### config.mk
export PLATFORM = sky130hd
export DESIGN_NAME = game_round_ctrl
export DESIGN_NICKNAME = d
export VERILOG_FILES = /design/src/rtl/game_pkg.sv /design/src/rtl/sec_timer.sv /design/src/rtl/game_round_ctrl.sv
export SDC_FILE = /design/constraint.sdc
export NUM_CORES = 1
export LEC_CHECK = 0
export BUFFER_PORTS_ARGS = -buffer_cell sky130_fd_sc_hd__buf_2
export CORE_MARGIN = 2
export CORE_UTILIZATION = 62
export CTS_BUF_LIST = sky130_fd_sc_hd__clkbuf_4 sky130_fd_sc_hd__clkbuf_8 sky130_fd_sc_hd__clkbuf_16
export DETAILED_ROUTE_END_ITERATION = 6
export GPL_ROUTABILITY_DRIVEN = 1
export PLACE_DENSITY = 0.89
export RECOVER_POWER = 50
export SKIP_CTS_REPAIR_TIMING = 1
export SYNTH_ARGS = -nofsm -noshare
export SYNTH_HDL_FRONTEND = slang
export SYNTH_SLANG_ARGS = --single-unit
### constraint.sdc
create_clock -name i_clk_25 -period 5.7 [get_ports i_clk_25]
set_input_delay 1.14 -clock i_clk_25 [delete_from_list [all_inputs] [get_ports i_clk_25]]
set_output_delay 1.14 -clock i_clk_25 [all_outputs]
set_load 0.01 [all_outputs]
### src/rtl/game_pkg.sv
// Shared types and constants for the red-light/green-light game.
// The round controller and the VGA scene logic both import this package.
package game_pkg;

  typedef enum logic [2:0] {
    ST_IDLE  = 3'd0,
    ST_INST  = 3'd1,
    ST_GAME  = 3'd2,
    ST_MODET = 3'd3,
    ST_KILL  = 3'd4,
    ST_DIE   = 3'd5,
    ST_WIN   = 3'd6,
    ST_END   = 3'd7
  } state_t;

  localparam int ROUND_MAX    = 15;
  localparam int SCENE_H_RES  = 640;
  localparam int SCENE_V_RES  = 480;
  localparam int SCENE_BORDER = 8;

  // Only these states run the one-second prescaler.
  function automatic logic is_timed(input state_t s);
    return (s == ST_GAME) || (s == ST_MODET) || (s == ST_KILL);
  endfunction

endpackage

### src/rtl/sec_timer.sv
// Game-second prescaler plus loadable seconds down-counter.
// A load (every state change) restarts the prescaler and sets the seconds value.
module sec_timer #(
  parameter int TICK_DIV = 25000000,
  parameter int VAL_W    = 4
) (
  input  logic             i_clk,
  input  logic             i_rst,
  input  logic             i_load,
  input  logic [VAL_W-1:0] i_value,
  input  logic             i_run,
  output logic             o_tick,
  output logic             o_expire,
  output logic [VAL_W-1:0] o_sec_left
);

  localparam int PW = (TICK_DIV > 1) ? $clog2(TICK_DIV) : 1;
  localparam logic [PW-1:0] PRESC_LAST = PW'(TICK_DIV - 1);

  logic [PW-1:0]    r_presc;
  logic [VAL_W-1:0] r_sec;
  logic             r_tick;
  logic             w_boundary;

  assign w_boundary = i_run && (r_presc == PRESC_LAST);
  assign o_expire   = w_boundary && (r_sec == VAL_W'(1));
  assign o_tick     = r_tick;
  assign o_sec_left = r_sec;

  always_ff @(posedge i_clk) begin
    if (i_rst) begin
      r_presc <= '0;
      r_sec   <= '0;
      r_tick  <= 1'b0;
    end else if (i_load) begin
      // The expiring tick still shows; a tick pre-empted by another transition does not.
      r_presc <= '0;
      r_sec   <= i_value;
      r_tick  <= o_expire;
    end else if (i_run) begin
      r_tick <= w_boundary;
      if (w_boundary) begin
        r_presc <= '0;
        r_sec   <= r_sec - VAL_W'(1);
      end else begin
        r_presc <= r_presc + PW'(1);
      end
    end else begin
      r_presc <= '0;
      r_tick  <= 1'b0;
    end
  end

endmodule

### src/rtl/game_round_ctrl.sv
// Round sequencer: game FSM, next-button edge detect, phase timing and servo window.
// Timing for GAME, MODET and KILL is delegated to a single shared sec_timer.
module game_round_ctrl
  import game_pkg::*;
#(
  parameter int TICK_DIV = 25000000,
  parameter int MIN_SEC  = 2,
  parameter int KILL_SEC = 3,
  parameter int RAND_W   = 4
) (
  input  logic              i_clk_25,
  input  logic              i_rst,
  input  logic              i_next,
  input  logic [RAND_W-1:0] i_random,
  input  logic              i_finish_key,
  input  logic              i_detected,
  output logic [2:0]        o_state,
  output logic [RAND_W-1:0] o_sec_left,
  output logic              o_sec_tick,
  output logic              o_servo_fire,
  output logic [3:0]        o_round
);

  state_t            r_state;
  logic              r_next_d;
  logic              r_armed;
  logic              r_first;
  logic              r_servo;
  logic [3:0]        r_round;

  state_t            w_state_next;
  logic              w_next_rise;
  logic              w_load;
  logic              w_run;
  logic              w_expire;
  logic              w_tick;
  logic [RAND_W-1:0] w_value;
  logic [RAND_W-1:0] w_sec;
  logic [RAND_W-1:0] w_rand_clamped;

  // r_armed blocks a rise from a button that was already held through reset.
  assign w_next_rise    = i_next && !r_next_d && r_armed;
  assign w_rand_clamped = (i_random < RAND_W'(MIN_SEC)) ? RAND_W'(MIN_SEC) : i_random;
  assign w_run          = is_timed(r_state);
  assign w_load         = (w_state_next != r_state);

  always_comb begin
    w_state_next = r_state;
    case (r_state)
      ST_IDLE:  if (w_next_rise) w_state_next = ST_INST;
      ST_INST:  if (w_next_rise) w_state_next = ST_GAME;
      ST_GAME: begin
        if (i_finish_key)  w_state_next = ST_WIN;
        else if (w_expire) w_state_next = ST_MODET;
      end
      ST_MODET: begin
        if (i_detected && !r_first) w_state_next = ST_KILL;
        else if (i_finish_key)      w_state_next = ST_WIN;
        else if (w_expire)          w_state_next = ST_GAME;
      end
      ST_KILL:  if (w_expire) w_state_next = ST_DIE;
      ST_DIE:   if (w_next_rise) w_state_next = ST_END;
      ST_WIN:   if (w_next_rise) w_state_next = ST_END;
      ST_END:   if (w_next_rise) w_state_next = ST_IDLE;
      default:  w_state_next = ST_IDLE;
    endcase
  end

  always_comb begin
    w_value = '0;
    case (w_state_next)
      ST_GAME, ST_MODET: w_value = w_rand_clamped;
      ST_KILL:           w_value = RAND_W'(KILL_SEC);
      default:           w_value = '0;
    endcase
  end

  sec_timer #(
    .TICK_DIV (TICK_DIV),
    .VAL_W    (RAND_W)
  ) u_sec_timer (
    .i_clk      (i_clk_25),
    .i_rst      (i_rst),
    .i_load     (w_load),
    .i_value    (w_value),
    .i_run      (w_run),
    .o_tick     (w_tick),
    .o_expire   (w_expire),
    .o_sec_left (w_sec)
  );

  always_ff @(posedge i_clk_25) begin
    if (i_rst) begin
      r_state  <= ST_IDLE;
      r_next_d <= 1'b0;
      r_armed  <= !i_next;
      r_first  <= 1'b1;
      r_servo  <= 1'b0;
      r_round  <= 4'd0;
    end else begin
      r_state  <= w_state_next;
      r_next_d <= i_next;
      r_armed  <= r_armed || !i_next;
      r_first  <= w_load;
      r_servo  <= (w_state_next == ST_KILL);
      if (w_load && (w_state_next == ST_GAME) && (r_round != 4'(ROUND_MAX))) begin
        r_round <= r_round + 4'd1;
      end else if (w_load && (w_state_next == ST_IDLE)) begin
        r_round <= 4'd0;
      end
    end
  end

  assign o_state      = r_state;
  assign o_sec_left   = w_sec;
  assign o_sec_tick   = w_tick;
  assign o_servo_fire = r_servo;
  assign o_round      = r_round;

endmodule

==> results of run 1 <==
through the flow:
| stage | util, % | hold slack, ns | setup slack (ns) | std cells | total power, mW |
|---|---|---|---|---|---|
| final | 68.8 | 0.469 | 2.31 | 310 | 0.660 |
| after global routing | 68.8 | 0.496 | 2.15 | 310 | 0.693 |
| after CTS | 70.3 | 0.479 | 2.94 | 310 | 0.673 |
| after detailed placement | 67.6 | 0.453 | 2.58 | 302 | 0.476 |
| after global placement | 67.6 | 0.439 | 2.66 | 302 | 0.472 |
| after floorplan | - | 0.430 | 2.93 | 243 | 0.447 |
report_power, final:
part           total, mW  internal (mW)  switching [mW]
combinational      0.136         0.0570          0.0791
sequential         0.324          0.300          0.0234
clock              0.200          0.110          0.0909
total              0.660          0.467           0.193
kinds of logic (layout without fill, tap and decap cells):
kind of cell	count (synthesis)	in the layout	synth area share, %
muxes	1	1	0.466
buffers and inverters	17	38	3.96
DFF	41	41	38.3
xor gates and xnor gates	26	26	10.6
adders and majority gates	4	4	2.33
AOI/OAI and AO/OA	35	35	13.0
and+or+nand+nor	119	119	31.4
worst reg2reg max path: cells and delay by family (launching register included):
kind / cells / cell delay (ns)
compound gates: 4 / 1.64
simple gates: 2 / 0.78
fa+ha+maj: 1 / 0.16
flops: 1 / 0.41
flip-flops by register name, summed over array words and instances (netlist names):
signal	count
r_next_d	1
r_first	1
r_armed	1
u_sec_timer.o_tick	1
o_state	3
o_servo_fire	1
u_sec_timer.r_presc	25
o_round	4
u_sec_timer.o_sec_left	4
metal layers:
metal | vias to the layer above | global-route usage [%] | wire (µm)
li1 | 902 | - | -
met1 | 791 | 24.4 | 1810
met2 | 33 | 40.3 | 2050
met3 | 13 | 5.59 | 151
met4 | 0 | 12.2 | 92
met5 | - | 0 | 0
Yosys cell counts, drive strengths merged, types with 2 or more instances:
library cell,n,area share (%)
or4,3,1.0
and2b,2,0.82
or3,2,0.82
buf,4,1.2
nor4b,3,1.8
xor2,10,4.1
a21o,2,0.76
nor3,6,1.6
and3,7,2.3
a211oi,5,1.7
dfxtp,41,38
xnor2,16,6.5
nand3b,2,0.70
nand2,10,1.7
a2111oi,2,1.7
nand2b,4,1.2
nand4,5,1.5
o21ai,3,0.70
a21oi,8,1.9
ha,4,2.3
inv,9,1.6
nand3,17,4.2
o211ai,2,0.70
or3b,2,0.93
and2,2,0.64
nor2,41,7.2
and4,3,1.3
nor2b,5,1.5
clkbuf,4,1.2
worst min-delay path by stage:
stage	from	endpoint	slack, ns
after floorplan	u_sec_timer.r_presc[0]	u_sec_timer.r_presc[0]	0.43
final	u_sec_timer.r_presc[0]	u_sec_timer.r_presc[0]	0.47
after detailed placement	u_sec_timer.r_presc[0]	u_sec_timer.r_presc[0]	0.45
after CTS	u_sec_timer.r_presc[0]	u_sec_timer.r_presc[0]	0.48
after global placement	u_sec_timer.r_presc[0]	u_sec_timer.r_presc[0]	0.44
after global routing	u_sec_timer.r_presc[0]	u_sec_timer.r_presc[0]	0.50
cell type report:
type / count / area, µm² / area share, %
Sequential cell: 41 / 821 / 35.7
Inverter: 9 / 33.8 / 1.47
Multi-Input combinational cell: 185 / 1210 / 52.7
Clock buffer: 7 / 58.8 / 2.56
Tap cell: 46 / 57.6 / 2.51
Clock inverter: 1 / 30.0 / 1.31
Timing Repair Buffer: 21 / 85.1 / 3.71
==> qor.yml, run 1 <==
status: "complete, no violations"
synthArstFlopShare_pct: 0
slowest_stage: "a2111oi_0"
cp_num_cells: 7
clk_pin_slew_ns: 0.12
dieArea_um2: 3950
endpoint: "o_round[3]"
critPathMaxFanout: 7
drt_iter0_drc: 136
vias: 1739
routed_wl_um: 4100
overflow: 0
area_growth_pct: 7.00
tightest_slew_ns: 1.13
fin_area_um2: 2300
rrSetupSlack_ns: 2.59
whs_path_depth: 1
port_buffers: 21
antenna_found_initial: 0
slew_viol_final: 0
cts_tree: "done"
ir_worst_vdd_mv: 0.167
wl_per_cell_um: 13.2
dr.pass1.iters: 4
crit_family: "compound AO/OA/AOI/OAI gates"
cts.path.max_buffers: 2
cts_sinks: 41
worstReg2RegStart: "u_sec_timer.o_sec_left[0]"
cp_cell_sequence: "clkbuf_1 -> nand3b_1 -> a31o_1 -> or3_4 -> a2111oi_0 -> a21o_2 -> o221ai_1"
timing.rr.end: "o_round[3]"
critical-path-max-stage-delay_ns: 1.00
place_congestion: 0.867
ios: 22
grt_max_degree: 26
hp-class: "reg -> reg"
grt_pass1_vias: 1703
power.density_nw_per_um2: 288
tns_ns: 0
final-hold-violation-count: 0
hpwl_um: 3050
num_rows: 21
fill_cells: 284
avgViaCountPerCell: 5.61
ys_types: 60
rr_worst_depth: 7
most-common-layout-cells: "nor2_1 (41), dfxtp_1 (41), nand3_1 (16), xnor2_1 (16), clkbuf_1 (16)"
period_minus_slack_ns: 3.39
seq_area_frac_synth_pct: 38.3
period_share_pct: 59.4
cp_num_buf_inv: 1
synthCells: 243
crit_type: "in -> reg"
initial_core_util_pct: 64.3
skew_ns: 0.0131
coreArea_um2: 3340
max_freq_mhz: 295
clk_latency_ns: 0.36
grt_pass1_wl_um: 7080
synth.avg_cell_area_um2: 8.83
required_ns: 5.94
nets: 276
die_h_um: 62.8
antenna_cells: 0
crit_path_start: "i_next"
crit_path_start_kind: "primary input"
netlist_area_um2: 2150
drive_gt1_share_pct: 12.1
yosys_warnings: 0
cts_buffers: 5
slew_headroom_pct: 22.6
synth-edff-count: 0
setup_violations: 0
cts_root_buf: "clkbuf_4"
postRouteAntennaNets: 0
rsz0062_at_grt: "no"
synth_seq_cells: 41
maxCapViolCount: 0
place_area_um2: 2260
htree_levels: 2
ys_dominant_reg_cell: "dfxtp_1"
remaining_drc_errors: 0
critPathArrivalTime_ns: 3.63
power_leakage_nw: 0.747
end_kind: "flop"
synth_fp_nets: 256
dieWidth_um: 62.8
track_usage_pct: 22.6
Power figures use the tool's default switching activity.
==> run 2, diff against run 1 <==
CORE_UTILIZATION = 52   (was 62)
PLACE_DENSITY = 0.81   (was 0.89)
clock period = 2.9 ns   (was 5.7 ns; I/O delays follow)
==> qor.yml, run 2 (synthesized netlist as in run 1, its figures left out) <==
routed_wl_um: 4230  # +3.2%
grt_pass1_wl_um: 6780  # -4.3%
p_comb_share_pct: 21.6  # +1.0 points
ir_worst_vdd_mv: 0.348  # +110%
cp_num_buf_inv: 1  # unchanged
crit_family: "compound AO/OA/AOI/OAI gates"
finalNonFillerCells: 315  # +1.6%
skew_ns: 0.00486  # -0.00824 ns
dieWidth_um: 68.2  # +8.6%
max_freq_mhz: 406
fill_cells: 371  # +31%
status: "complete, no violations"
most-common-layout-cells: "nor2_1 (41), dfxtp_1 (41), nand3_1 (16), xnor2_1 (16), clkbuf_1 (14)"
cts_buffers: 5  # unchanged
end_kind: "flop"
crit_type: "reg -> reg"
port_buffers: 21  # unchanged
cts_tree: "done"
place_congestion: 0.834  # -3.7%
cp_cell_sequence: "inv_1 -> ha_1 -> or3b_4 -> a31o_1 -> or3_4 -> a2111oi_4 -> a21o_2 -> o221ai_2"
maxCapViolCount: 0  # unchanged
largest_reg_flops: 25  # unchanged
remaining_drc_errors: 0  # unchanged
hp-class: "reg -> reg"
fin_util_pct: 58.2  # -11 points
grt_max_degree: 26  # unchanged
fin_area_um2: 2330  # +1.5%
coreArea_um2: 4000  # +20%
die_h_um: 68.2  # +8.6%
clk_latency_ns: 0.30  # -0.06 ns
total_power_mw: 1.31  # +98%
slowest_stage: "a2111oi_4"
ios: 22  # unchanged
critPathArrivalTime_ns: 2.65  # -0.98 ns
power_leakage_nw: 0.755  # +1.2%
htree_levels: 2  # unchanged
antenna_cells: 0  # unchanged
area_growth_pct: 8.57
initial_core_util_pct: 53.6  # -11 points
place_area_um2: 2270  # +0.55%
cts_sinks: 41  # unchanged
power.density_nw_per_um2: 561  # +95%
drive_gt1_share_pct: 13.2  # +1.1 points
tightest_slew_ns: 0.648  # -0.484 ns
slew_headroom_pct: 56.8  # +34 points
period_minus_slack_ns: 2.46
critical-path-max-stage-delay_ns: 0.46  # -0.54 ns
slew_viol_final: 0  # unchanged
swShare_pct: 30.7  # +1.4 points
nets: 277  # +0.36%
rsz0062_at_grt: "no"
final-hold-violation-count: 0  # unchanged
setup_violations: 0  # unchanged
regMostFlops: "u_sec_timer.r_presc"
period_share_pct: 84.9
track_usage_pct: 19.6  # -3.0 points
p_sw_mw: 0.402  # +110%
antenna_found_initial: 0  # unchanged
cts_root_buf: "clkbuf_8"
clk_pin_slew_ns: 0.07  # -0.05 ns
p_int_mw: 0.906  # +94%
drt_iter0_drc: 48  # -65%
tns_ns: 0  # unchanged
vias: 1770  # +1.8%
hpwl_um: 3030  # -0.64%
num_rows: 23  # +9.5%
grt_pass1_vias: 1551  # -8.9%
crit_path_start_kind: "flop"
dp.cells: 307  # +1.7%
required_ns: 3.08  # -2.86 ns
dieArea_um2: 4660  # +18%
postRouteAntennaNets: 0  # unchanged
power_frac_clock_pct: 29.9  # -0.5 points
seq_power_share_pct: 48.5  # -0.5 points
critPathMaxFanout: 4  # -3
avgViaCountPerCell: 5.62  # +0.17%
overflow: 0  # unchanged
cts.path.max_buffers: 2  # unchanged
dr.pass1.iters: 4  # unchanged
wl_per_cell_um: 13.4  # +1.6%
run 2: cell types whose count changed in the layout (fill, tap and decap cells not counted), moves of 2 or more:
cell      before  now
buf_2          5    7
clkbuf_1      16   14
clkbuf_4       6    3
clkbuf_8       1    5
run 2: final timing paths:
path	endpoint	start	depth (start not counted)	slack [ns]
worst max-delay path	o_round[3]	u_sec_timer.o_sec_left[1]	8	0.44
worst min-delay path	u_sec_timer.r_presc[0]	u_sec_timer.r_presc[0]	1	0.47
worst max register to register	o_round[3]	u_sec_timer.o_sec_left[1]	8	0.44
worst min register to register	u_sec_timer.r_presc[0]	u_sec_timer.r_presc[0]	1	0.47
run 2: area by class of cell:
type	count	area [µm²]	share of cell area [%]
well taps	50	62.6	2.69
multi-input cells	185	1230	52.7
inverters	9	33.8	1.45
flip-flops and latches	41	821	35.2
clock buffers	8	91.3	3.92
repair buffers	22	92.6	3.97
run 2: power by group through the flow:
stage / combinational (mW) / sequential, mW / clock [mW]
after floorplan: 0.249 / 0.630 / 0
after global placement: 0.287 / 0.645 / 0
after detailed placement: 0.290 / 0.646 / 0
after CTS: 0.291 / 0.633 / 0.400
after global routing: 0.317 / 0.641 / 0.418
final: 0.283 / 0.634 / 0.391
run 2: metrics by stage:
stage	worst slack, ns	hold slack, ns
CTS	0.452	0.476
global route	0.247	0.498
floorplan	0.551	0.430
detailed placement	0.418	0.459
finish	0.438	0.473
global placement	0.433	0.445
run 2: metal layers:
| metal | global-route usage, % | part of all wire (%) | up-vias |
|---|---|---|---|
| li1 | - | - | 900 |
| met1 | 22.9 | 46 | 834 |
| met2 | 33.4 | 48 | 29 |
| met3 | 4.93 | 3.5 | 7 |
| met4 | 9.00 | 1.7 | 0 |
| met5 | 0 | 0 | - |
==> run 3, diff against run 2 <==
ABC_AREA = 1   (was unset)
CORE_UTILIZATION = 53   (was 52)
clock period = 2.1 ns   (was 2.9 ns; I/O delays follow)
==> qor.yml, run 3 <==
period_share_pct: 107  # +22 points
cts_buffers: 5  # unchanged
drive_gt1_share_pct: 30.3  # +17 points
slew_viol_final: 0  # unchanged
synthTopCellsByArea: "dfxtp_1 (34%), nand2_1 (12%), inv_1 (6.9%)"
tns_ns: -3.18  # -3.18 ns
worstReg2RegStart: "u_sec_timer.r_presc[13]"
tightest_slew_ns: 0.351  # -0.298 ns
critPathArrivalTime_ns: 2.47  # -0.18 ns
avgViaCountPerCell: 5.36  # -4.7%
grt_pass1_vias: 2157  # +39%
fin_area_um2: 3010  # +29%
place_congestion: 0.944  # +13%
grt_max_degree: 15  # -42%
required_ns: 2.32  # -0.76 ns
htree_levels: 2  # unchanged
dp.cells: 433  # +41%
seq_area_frac_synth_pct: 34.2  # -4.1 points
remaining_drc_errors: 0  # unchanged
cts_sinks: 41  # unchanged
max_freq_mhz: 445  # +9.6%
die_h_um: 71.3  # +4.5%
synth_fp_nets: 359  # +40%
clk_latency_ns: 0.30  # about the same
rsz0062_at_grt: "yes"
yosys_warnings: 0  # unchanged
fin_util_pct: 69.2  # +11 points
ys_top_cells_by_count: "nand2_1 (78), inv_1 (44), nor2_1 (44)"
most-common-layout-cells: "nand2_1 (74), inv_1 (43), nor2_1 (40)"
final-hold-violation-count: 0  # unchanged
skew_ns: 0.0134  # +0.00855 ns
setup_violations: 32  # +32
yosys.area.top_type: "dfxtp_1"
clk_pin_slew_ns: 0.09  # +0.02 ns
overflow: 0  # unchanged
setup_slack_ns: -0.146  # -0.584 ns
hp-start: "i_next"
cts_tree: "done"
whs_path_depth: 2  # +1
timing.rr.end: "u_sec_timer.r_presc[7]"
ys_types: 33  # -45%
synth_top_area_share_pct: 34.2  # -4.1 points
crit_type: "reg -> reg"
layout.cells.most_common: "nand2_1"
maxCapViolCount: 0  # unchanged
antenna_found_initial: 0  # unchanged
netlist_area_um2: 2400  # +12%
port_buffers: 21  # unchanged
coreArea_um2: 4350  # +8.9%
synth-edff-count: 0  # unchanged
ys_dominant_reg_cell: "dfxtp_1"
yosysMostFrequentCell: "nand2_1"
drt_iter0_drc: 176  # +270%
violations: "negative setup slack"
synth.avg_cell_area_um2: 6.94  # -21%
finalNonFillerCells: 445  # +41%
grt_pass1_wl_um: 9000  # +33%
track_usage_pct: 21.6  # +2.0 points
synthCells: 346  # +42%
slew_headroom_pct: 76.4  # +20 points
initial_core_util_pct: 55.2  # +1.5 points
rrSetupSlack_ns: -0.15  # -0.58 ns
routed_wl_um: 5770  # +36%
regMostFlops: "u_sec_timer.r_presc"
synthArstFlopShare_pct: 0  # unchanged
synth_seq_cells: 41  # unchanged
antenna_cells: 0  # unchanged
nets: 405  # +46%
end_kind: "flop"
largest_reg_flops: 25  # unchanged
ir_worst_vdd_mv: 0.775  # +120%
dieWidth_um: 71.3  # +4.5%
hpwl_um: 4030  # +33%
area_growth_pct: 25.4
pre_cts_slack_ns: -0.0589  # -0.477 ns
cts_root_buf: "clkbuf_8"
hp-class: "in -> reg"
wl_per_cell_um: 13.0  # -3.5%
period_minus_slack_ns: 2.25  # -0.216 ns
fill_cells: 357  # -3.8%
ios: 22  # unchanged
critPathMaxFanout: 7  # +3
place_area_um2: 2700  # +19%
cts.path.max_buffers: 2  # unchanged
dieArea_um2: 5090  # +9.2%
dr.pass1.iters: 4  # unchanged
num_rows: 24  # +4.3%
power_leakage_nw: 1.21  # +60%
worst_hold_path.endpoint: "r_armed"
vias: 2383  # +35%
rr_worst_depth: 15  # +7
crit_path_start_kind: "flop"
status: "finished with violations"
power.density_nw_per_um2: 1080  # +93%
postRouteAntennaNets: 0  # unchanged
==> run 3: cell count changes after synthesis, moves of 5 or more <==
cell      before  now
a211oi_1       5    0
nor3_1         5   13
a21oi_2        0    6
nand3_1       16   24
xnor2_1       16    2
nand2_2        0    7
inv_1          9   44
o21ai_0        3    8
nor2_2         0   15
nand2_1       10   78
nor2b_1        5    0
==> run 3: critical path: stages, from the launching register on <==
cell and delay [ns]:
dfxtp_1 0.39, nand2_1 0.12, nor2_1 0.14, nand2_1 0.09, nor2_2 0.14, nand4_1 0.16
nand2_1 0.11, nand3_1 0.06, nand2_1 0.10, nand2_2 0.10, nand2_4 0.09, nand3_4 0.08
nor2_4 0.14, nand3_4 0.15, buf_12 0.19, nor3_1 0.11
==> run 3: cell type report <==
| type | instances | area, µm² | share of cell area [%] |
|---|---|---|---|
| Clock buffer | 5 | 68.8 | 2.28 |
| Timing Repair Buffer | 44 | 338 | 11.2 |
| Multi-Input combinational cell | 253 | 1520 | 50.5 |
| Clock inverter | 3 | 17.5 | 0.581 |
| Inverter | 47 | 176 | 5.86 |
| Tap cell | 52 | 65.1 | 2.16 |
| Sequential cell | 41 | 827 | 27.5 |
==> run 3: kinds of logic (layout without fill, tap and decap cells) <==
kind of cell,Yosys count,after routing,share of synthesized area (%)
AND/OR/NAND/NOR,210,210,43.3
buffers and inverters,52,99,9.11
flip-flops,41,41,34.2
AO/OA/AOI/OAI,27,27,6.98
XOR/XNOR,12,12,4.37
adder cells (fa/ha/maj),4,4,2.08
==> run 3: metrics by stage <==
step                power, mW  hold slack (ns)
floorplan                2.04            0.419
global placement         2.50            0.436
detailed placement       2.53            0.435
CTS                      3.05            0.288
global route             3.46            0.291
finish                   3.26            0.293
==> run 3: power breakdown <==
group,switching (mW),internal (mW),total (mW)
sequential,0.0801,0.862,0.942
combinational,1.07,0.732,1.81
clock,0.281,0.229,0.510
total,1.43,1.82,3.26
==> run 3: worst max path at each step <==
stage | from | end | slack, ns
finish | u_sec_timer.r_presc[13] | u_sec_timer.r_presc[7] | -0.15
floorplan | u_sec_timer.r_presc[0] | u_sec_timer.r_presc[16] | 0.13
global route | u_sec_timer.r_presc[13] | u_sec_timer.r_presc[7] | -0.29
global placement | u_sec_timer.r_presc[1] | o_round[2] | 0.02
CTS | u_sec_timer.r_presc[1] | o_round[0] | -0.08
detailed placement | u_sec_timer.r_presc[1] | o_round[0] | -0.06
==> run 3: routing by layer <==
metal	part of all wire, %	track usage [%]	up-vias
li1	-	-	1188
met1	44	29.4	1112
met2	49	34.6	70
met3	4.9	3.94	13
met4	2.0	7.13	0
met5	0	0	-
